### src/rtl/cpu_types_pkg.sv
`default_nettype none
// ============================================================================
// Module      : cpu_types_pkg
// Description : Shared types for the pipelined MIPS core memory subsystem.
//               Provides the machine word type, the RAM arbiter state encoding
//               and the default anti-starvation threshold.
// Revision    : 1.0 - initial release
// ============================================================================
package cpu_types_pkg;

  typedef logic [31:0] word_t;

  typedef enum logic [1:0] {
    IDLE   = 2'd0,
    IGRANT = 2'd1,
    DGRANT = 2'd2
  } arb_state_t;

  // Data completions tolerated while an instruction fetch waits.
  localparam int c_starve_max_default = 4;

endpackage
`default_nettype wire

### src/rtl/arb_starve_counter.sv
`default_nettype none
// ============================================================================
// Module      : arb_starve_counter
// Description : 4-bit saturating counter of data completions that occurred
//               while an instruction fetch was pending.
// Ports       : clk    - clock
//               rst    - synchronous active-high reset
//               i_inc  - count one event (ignored once saturated)
//               i_clr  - clear to zero (wins over i_inc)
//               o_cnt  - current count
//               o_sat  - count has reached MAX
// Revision    : 1.0 - initial release
// ============================================================================
module arb_starve_counter #(
  parameter int MAX = 4
) (
  input  logic       clk,
  input  logic       rst,
  input  logic       i_inc,
  input  logic       i_clr,
  output logic [3:0] o_cnt,
  output logic       o_sat
);

  localparam logic [3:0] c_max = 4'(MAX);

  logic [3:0] r_cnt;
  logic       w_sat;

  assign w_sat = (r_cnt == c_max);

  always_ff @(posedge clk) begin
    if (rst) begin
      r_cnt <= 4'd0;
    end else if (i_clr) begin
      r_cnt <= 4'd0;
    end else if (i_inc && !w_sat) begin
      r_cnt <= r_cnt + 4'd1;
    end
  end

  assign o_cnt = r_cnt;
  assign o_sat = w_sat;

endmodule
`default_nettype wire

### src/rtl/mem_arbiter.sv
`default_nettype none
// ============================================================================
// Module      : mem_arbiter
// Description : Arbitrates the single-ported unified RAM between instruction
//               fetch and data access. Data has priority; after STARVE_MAX
//               data completions with a fetch pending, the fetch is forced.
//               The winning request is latched and held on the RAM port until
//               ram_ready; completion is a one-cycle wait=0 to the winner.
// Ports       : CLK, RST                      - clock, sync active-high reset
//               iREN, iaddr / iload, iwait    - instruction requester
//               dREN, dWEN, daddr, dstore /
//               dload, dwait                  - data requester
//               ram_REN, ram_WEN, ram_addr,
//               ram_store / ram_load,
//               ram_ready                     - RAM port
//               busy                          - arbiter not idle
// Revision    : 1.0 - initial release
// ============================================================================
module mem_arbiter
  import cpu_types_pkg::*;
#(
  parameter int STARVE_MAX = c_starve_max_default,
  parameter int ADDR_W     = 32
) (
  input  logic              CLK,
  input  logic              RST,
  input  logic              iREN,
  input  logic [ADDR_W-1:0] iaddr,
  output logic [31:0]       iload,
  output logic              iwait,
  input  logic              dREN,
  input  logic              dWEN,
  input  logic [ADDR_W-1:0] daddr,
  input  logic [31:0]       dstore,
  output logic [31:0]       dload,
  output logic              dwait,
  output logic              ram_REN,
  output logic              ram_WEN,
  output logic [ADDR_W-1:0] ram_addr,
  output logic [31:0]       ram_store,
  input  logic [31:0]       ram_load,
  input  logic              ram_ready,
  output logic              busy
);

  arb_state_t        r_state;
  logic              r_ram_ren;
  logic              r_ram_wen;
  logic [ADDR_W-1:0] r_ram_addr;
  word_t             r_ram_store;

  logic       w_dpend;
  logic       w_sat;
  logic       w_go_i;
  logic       w_done_i;
  logic       w_done_d;
  logic       w_starve_inc;
  logic       w_starve_clr;
  logic [3:0] w_starve_cnt;

  assign w_dpend = dREN | dWEN;
  // Instruction wins in IDLE when forced by starvation or when data is quiet.
  assign w_go_i  = iREN & (w_sat | ~w_dpend);

  // A reset cycle abandons the access, so it never signals completion.
  assign w_done_i = (r_state == IGRANT) & ram_ready & ~RST;
  assign w_done_d = (r_state == DGRANT) & ram_ready & ~RST;

  assign w_starve_inc = (r_state == DGRANT) & ram_ready & iREN;
  assign w_starve_clr = (r_state == IDLE) & (~iREN | w_go_i);

  arb_starve_counter #(
    .MAX (STARVE_MAX)
  ) u_starve (
    .clk   (CLK),
    .rst   (RST),
    .i_inc (w_starve_inc),
    .i_clr (w_starve_clr),
    .o_cnt (w_starve_cnt),
    .o_sat (w_sat)
  );

  always_ff @(posedge CLK) begin
    if (RST) begin
      r_state     <= IDLE;
      r_ram_ren   <= 1'b0;
      r_ram_wen   <= 1'b0;
      r_ram_addr  <= '0;
      r_ram_store <= '0;
    end else begin
      case (r_state)
        IDLE: begin
          if (w_go_i) begin
            r_state     <= IGRANT;
            r_ram_ren   <= 1'b1;
            r_ram_wen   <= 1'b0;
            r_ram_addr  <= iaddr;
            r_ram_store <= '0;
          end else if (w_dpend) begin
            // A simultaneous read and write request is treated as a write.
            r_state     <= DGRANT;
            r_ram_ren   <= ~dWEN;
            r_ram_wen   <= dWEN;
            r_ram_addr  <= daddr;
            r_ram_store <= dstore;
          end
        end
        IGRANT: begin
          // Dropping iREN before the RAM answers aborts a redirected fetch.
          if (ram_ready || !iREN) begin
            r_state     <= IDLE;
            r_ram_ren   <= 1'b0;
            r_ram_wen   <= 1'b0;
            r_ram_addr  <= '0;
            r_ram_store <= '0;
          end
        end
        DGRANT: begin
          if (ram_ready) begin
            r_state     <= IDLE;
            r_ram_ren   <= 1'b0;
            r_ram_wen   <= 1'b0;
            r_ram_addr  <= '0;
            r_ram_store <= '0;
          end
        end
        default: begin
          r_state     <= IDLE;
          r_ram_ren   <= 1'b0;
          r_ram_wen   <= 1'b0;
          r_ram_addr  <= '0;
          r_ram_store <= '0;
        end
      endcase
    end
  end

  assign ram_REN   = r_ram_ren;
  assign ram_WEN   = r_ram_wen;
  assign ram_addr  = r_ram_addr;
  assign ram_store = r_ram_store;
  assign busy      = (r_state != IDLE);

  assign iwait = ~w_done_i;
  assign dwait = ~w_done_d;
  assign iload = w_done_i ? ram_load : 32'd0;
  assign dload = (w_done_d && r_ram_ren) ? ram_load : 32'd0;

  // The count itself is only consumed through o_sat.
  logic w_unused;
  assign w_unused = ^w_starve_cnt;

endmodule
`default_nettype wire
### config.mk
export PLATFORM = sky130hd
export DESIGN_NAME = mem_arbiter
export DESIGN_NICKNAME = d
export VERILOG_FILES = /design/src/rtl/cpu_types_pkg.sv /design/src/rtl/arb_starve_counter.sv /design/src/rtl/mem_arbiter.sv
export SDC_FILE = /design/constraint.sdc
export NUM_CORES = 1
export LEC_CHECK = 0
export CAP_MARGIN = 20
export CORE_AREA = 2 2 103 105
export CTS_CLUSTER_SIZE = 10
export DETAILED_ROUTE_END_ITERATION = 12
export DIE_AREA = 0 0 105 107
export GPL_TIMING_DRIVEN = 0
export PLACE_DENSITY = 0.8
export SLEW_MARGIN = 20
export SYNTH_ARGS = -nofsm -noshare
export SYNTH_HDL_FRONTEND = slang
export SYNTH_SLANG_ARGS = --single-unit
### constraint.sdc
create_clock -name CLK -period 3.2 [get_ports CLK]
set_input_delay 0.64 -clock CLK [delete_from_list [all_inputs] [get_ports CLK]]
set_output_delay 0.64 -clock CLK [all_outputs]
set_load 0.02 [all_outputs]
Word level (Yosys, flattened, before mapping)
Index checks and enable logic that the tools add are counted.

Output and inout bits: 133. Word-level logic and storage cells: 61. Bits in registers: 72. Input bits: 134.

Equal/unequal tests: 6. Bitwise gates (word level): 16. Reductions and logical operators: 9. $add $sub $neg: 1. Muxes and demuxes: 23.

Operators by type and width (number): $mux 32 (8); $pmux 32 s3 (2); $mux 2 (4); $and 1x1->1 (7); $mux 1 (6); $not 1->1 (6); $pmux 1 s3 (2); $pmux 2 s3 (1); $add 4x1->4 const B (1); $eq 4x3->1 const B (1); $ne 3x3->1 const B (1); $or 1x1->1 (3); $reduce_and 3->1 (1); $eq 2x1->1 const B (1); $eq 2x2->1 const B (1); $logic_and 1x1->1 (2); $logic_not 1->1 (2); $logic_not 2->1 (1); $ne 2x1->1 const B (1); $ne 2x2->1 const B (1); $reduce_bool 2->1 (1); $reduce_or 2->1 (1); $logic_or 1x1->1 (1).

Depth between registers and ports, before layout
Depth in word-level cells: 7. Depth in mapped cells: 8. Gate-level depth less buffers: 6.

Hierarchy
From an unflattened synthesis, not the netlist that was laid out.

Cells, all modules: 383. Area, all modules: 3303.2 um^2.

By module, submodules not included: mem_arbiter (area each 3074.2 um^2, cells each 358, seq. area each 1361.3 um^2, instances 1); arb_starve_counter (area each 229.0 um^2, cells each 25, seq. area each 80.1 um^2, instances 1).

Worst setup path before layout
Ideal clock, no wire load.

Path kind: input to output. Start: in RST. End: out iload[22]. Cell stages on the path: 4. Data required time: 2560 ps. Buffers on the path: 2. Setup slack: 890 ps. Data arrival time: 1670 ps. Cells stage by stage: buf_2 > nor4b_2 > clkbuf_1 > and2_1.

Word-level cells in the longest chain between the ends: 3.

RTL lines: start, declared (line mem_arbiter.sv:26) `input logic RST,`; $not 1->1 (line mem_arbiter.sv:66) `assign w_done_i = (r_state == IGRANT) & ram_ready & ~RST;`; $and 1x1->1 (line mem_arbiter.sv:66); $mux 32 (line mem_arbiter.sv:146) `assign iload = w_done_i ? ram_load : 32'd0;`; end, declared (line mem_arbiter.sv:29) `output logic [31:0] iload,`.

No other way between the ends.

Worst setup path in the final report
Start: in ram_ready. End: out dload[0].

Word-level cells in the longest chain between the ends: 4.

RTL lines: start, declared (line mem_arbiter.sv:42) `input logic ram_ready,`; $and 1x1->1 (2 in a row) (line mem_arbiter.sv:67) `assign w_done_d = (r_state == DGRANT) & ram_ready & ~RST;`; $logic_and 1x1->1 (line mem_arbiter.sv:147) `assign dload = (w_done_d && r_ram_ren) ? ram_load : 32'd0;`; $mux 32 (line mem_arbiter.sv:147); end, declared (line mem_arbiter.sv:35) `output logic [31:0] dload,`.

No other way between the ends.

==> flow_metrics.tcl <==
set metrics [dict create \
    status "complete, no violations" \
    layout-drive-gt1-share_pct 6.90 \
    nFillCells 914 \
    final.period_utilization_pct 96.9 \
    via_count 3900 \
    layout_common_cells "clkdlybuf4s50_1, dfxtp_1, and2_1, dlygate4sd2_1, nor2_1" \
    postSynthRegisterBits 72 \
    worst_ir_drop_vdd_uv 253 \
    chipHeight_um 107 \
    path_common_cell "clkdlybuf4s50_1" \
    drt_iter0_markers 108 \
    setup_violations 0 \
    grt_overflow 0 \
    ant_nets 0 \
    totalNegativeSetupSlack_ps 0 \
    post_drt_via_cell_ratio 4.86 \
    ys_async_sr_fraction_pct 0 \
    cts_buffer_depth 2 \
    area_added_between_synthesis_and_finish_pct 93.4 \
    fmaxAchievable_mhz 323 \
    drt_pre_antenna_iters 4 \
    worstPathCellList "clkdlybuf4s50_1 > inv_1 > nor2_1 > and3_2 > and2_1 > clkdlybuf4s50_1" \
    die_area_um2 11200 \
    layout.nets 798 \
    grt_use_total_pct 21.5 \
    layout.core_utilization_pct 62.9 \
    fin_area_um2 6340 \
    grt_pass1_wl_mm 19.0 \
    finalWeightedCongestion 0.833 \
    max-slew-margin-rel_pct 64.8 \
    clk_root_buffer_cell "clkbuf_8" \
    postRouteWirelength_mm 12.5 \
    timing.setup.critical_path_class "input pin to output pin" \
    detail_route.drc_violations 0 \
    synth_edf_count 0 \
    mostFrequentLayoutCell "clkdlybuf4s50_1" \
    clock_latency_ps 350 \
    clock_tree_from_tritoncts "done" \
    cts-htree-levels 3 \
    drv.max_cap_violation_count 0 \
    initial_core_util_pct 32.5 \
    area_of_placed_instances_um2 6100 \
    class_of_the_tightest_hold_or_removal_check "flip-flop to flip-flop" \
    mappedNetlistArea_um2 3280 \
    timing.critical_path.required_ps 2560 \
    synthesis.area_per_instance_um2 8.54 \
    placeableCoreArea_um2 10100 \
    static_leakage_nw 2.82 \
    distinct_cell_type_count_after_synthesis 37 \
    final_hold_viol_count 0 \
    first_global_vias 3839 \
    post-route-min-period_ps 3100 \
    yosys_warnings 0 \
    cpMaxStageDelayCell "clkdlybuf4s50_1" \
    critPathMaxStageDelay_ps 590 \
    finalHoldWorstSlack_ps 459 \
    io_pins 267 \
    critPathArrivalTime_ps 2460 \
    synth-seq-area-share_pct 44.0 \
    critical_path.max_fanout 6 \
    clk_transition_reported_paths_ps 70 \
    post_synth_inst_count 384 \
    n_antenna_cell 0 \
    grt_setup_unrepaired "no" \
    cts-buffers-inserted 9 \
    synth_top_flop_cell "dfxtp_1" \
    clkSinkCount 72 \
    final_max_slew_viol_count 0 \
    initial_antenna_violation_count 2 \
    hpwl_mm 10.2 \
    cp-end-kind "output pin" \
    power_per_cell_area_nw_per_um2 421 \
    placementRows 37 \
    syn_nets 520 \
    fin_skew_ps 8.29 \
    worstSetupStartpointType "input pin" \
    wl_per_cell_um 15.5 \
    worst_margin_slew_ps 528 \
    grt_start_max_net_pins 13 \
    port_buffers 265 \
    die_w_um 105 \
]
==> synth_stat cells (2+ instances only) <==
cell type   n  area (um2)
dfxtp_1    72        1440
and2_1     65         407
nor2_1     42         158
a211oi_1   33         248
o22ai_1    32         200
nand2_1    28         105
a22o_1     20         175
a21oi_1    19        95.1
clkbuf_1   18        67.6
buf_2      13        65.1
inv_1       6        22.5
nand3_1     4        20.0
and3_1      3        18.8
and4b_1     2        20.0
buf_6       2        22.5
ha_1        2        25.0
nand2b_1    2        12.5
xor2_1      2        17.5
==> worst max-delay path, delay by kind of cell <==
family	cells	cell delay, ps
buffers and inverters	3	1280
and+or+nand+nor	3	530
==> registers in the layout, indices dropped and copies added, names as in the netlist <==
name and cells:
ram_addr 32, ram_store 32, u_starve.o_cnt 4, r_state 2, ram_REN 1, ram_WEN 1
==> cell families after synthesis <==
family	synth area share, %
DFF	44.0
AOI/OAI and AO/OA	23.3
and+or+nand+nor	25.7
buffers and inverters	5.42
xor gates and xnor gates	0.801
adders and majority gates	0.763
==> repair_timing <==
| action | CTS | global route |
|---|---|---|
| setup endpoints to repair | 63 | 6 |
| gates cloned | 0 | 0 |
| pin swaps | 1 | 0 |
| buffers inserted | 2 | 0 |
| hold buffers | 0 | 0 |
| gates resized for setup | 70 | 7 |
==> per-layer routing <==
layer,track usage [%],wire [um],vias up
met2,39.7,6410,201
met1,20.7,4430,1750
li1,-,-,1911
met5,0,27,-
met3,8.09,1120,34
met4,11.5,462,4
==> per-stage QoR <==
stage / cells / power [W] / setup WS (ps)
after global placement: 785 / 0.00172 / -418
after detailed placement: 785 / 0.00174 / -455
after floorplan: 384 / 0.00133 / 890
after CTS: 803 / 0.00269 / 44.6
final: 803 / 0.00267 / 101
after global routing: 803 / 0.00278 / 0.564
==> power by group <==
group / internal (W) / switching (W)
sequential: 0.000978 / 0.0000420
combinational: 0.000368 / 0.000326
clock: 0.000615 / 0.000340
==> layout make-up <==
class	count	area (um2)	share of cell area [%]
Multi-Input combinational cell	273	1670	26.3
Tap cell	136	170	2.68
Buffer	33	171	2.70
Sequential cell	72	1440	22.7
Timing Repair Buffer	267	2600	41.0
Inverter	6	22.5	0.355
Clock buffer	10	138	2.17
Clock inverter	6	130	2.05
==> final timing paths <==
kind | startpoint | end | slack, ps | cells past startpoint
hold reg to reg | ram_store[1] | ram_store[1] | 460 | 2
setup / recovery | ram_ready | dload[0] | 100 | 6
setup reg to reg | u_starve.o_cnt[0] | ram_addr[26] | 920 | 7
hold / removal | ram_store[1] | ram_store[1] | 460 | 2
(Power assumes the default switching activity.)
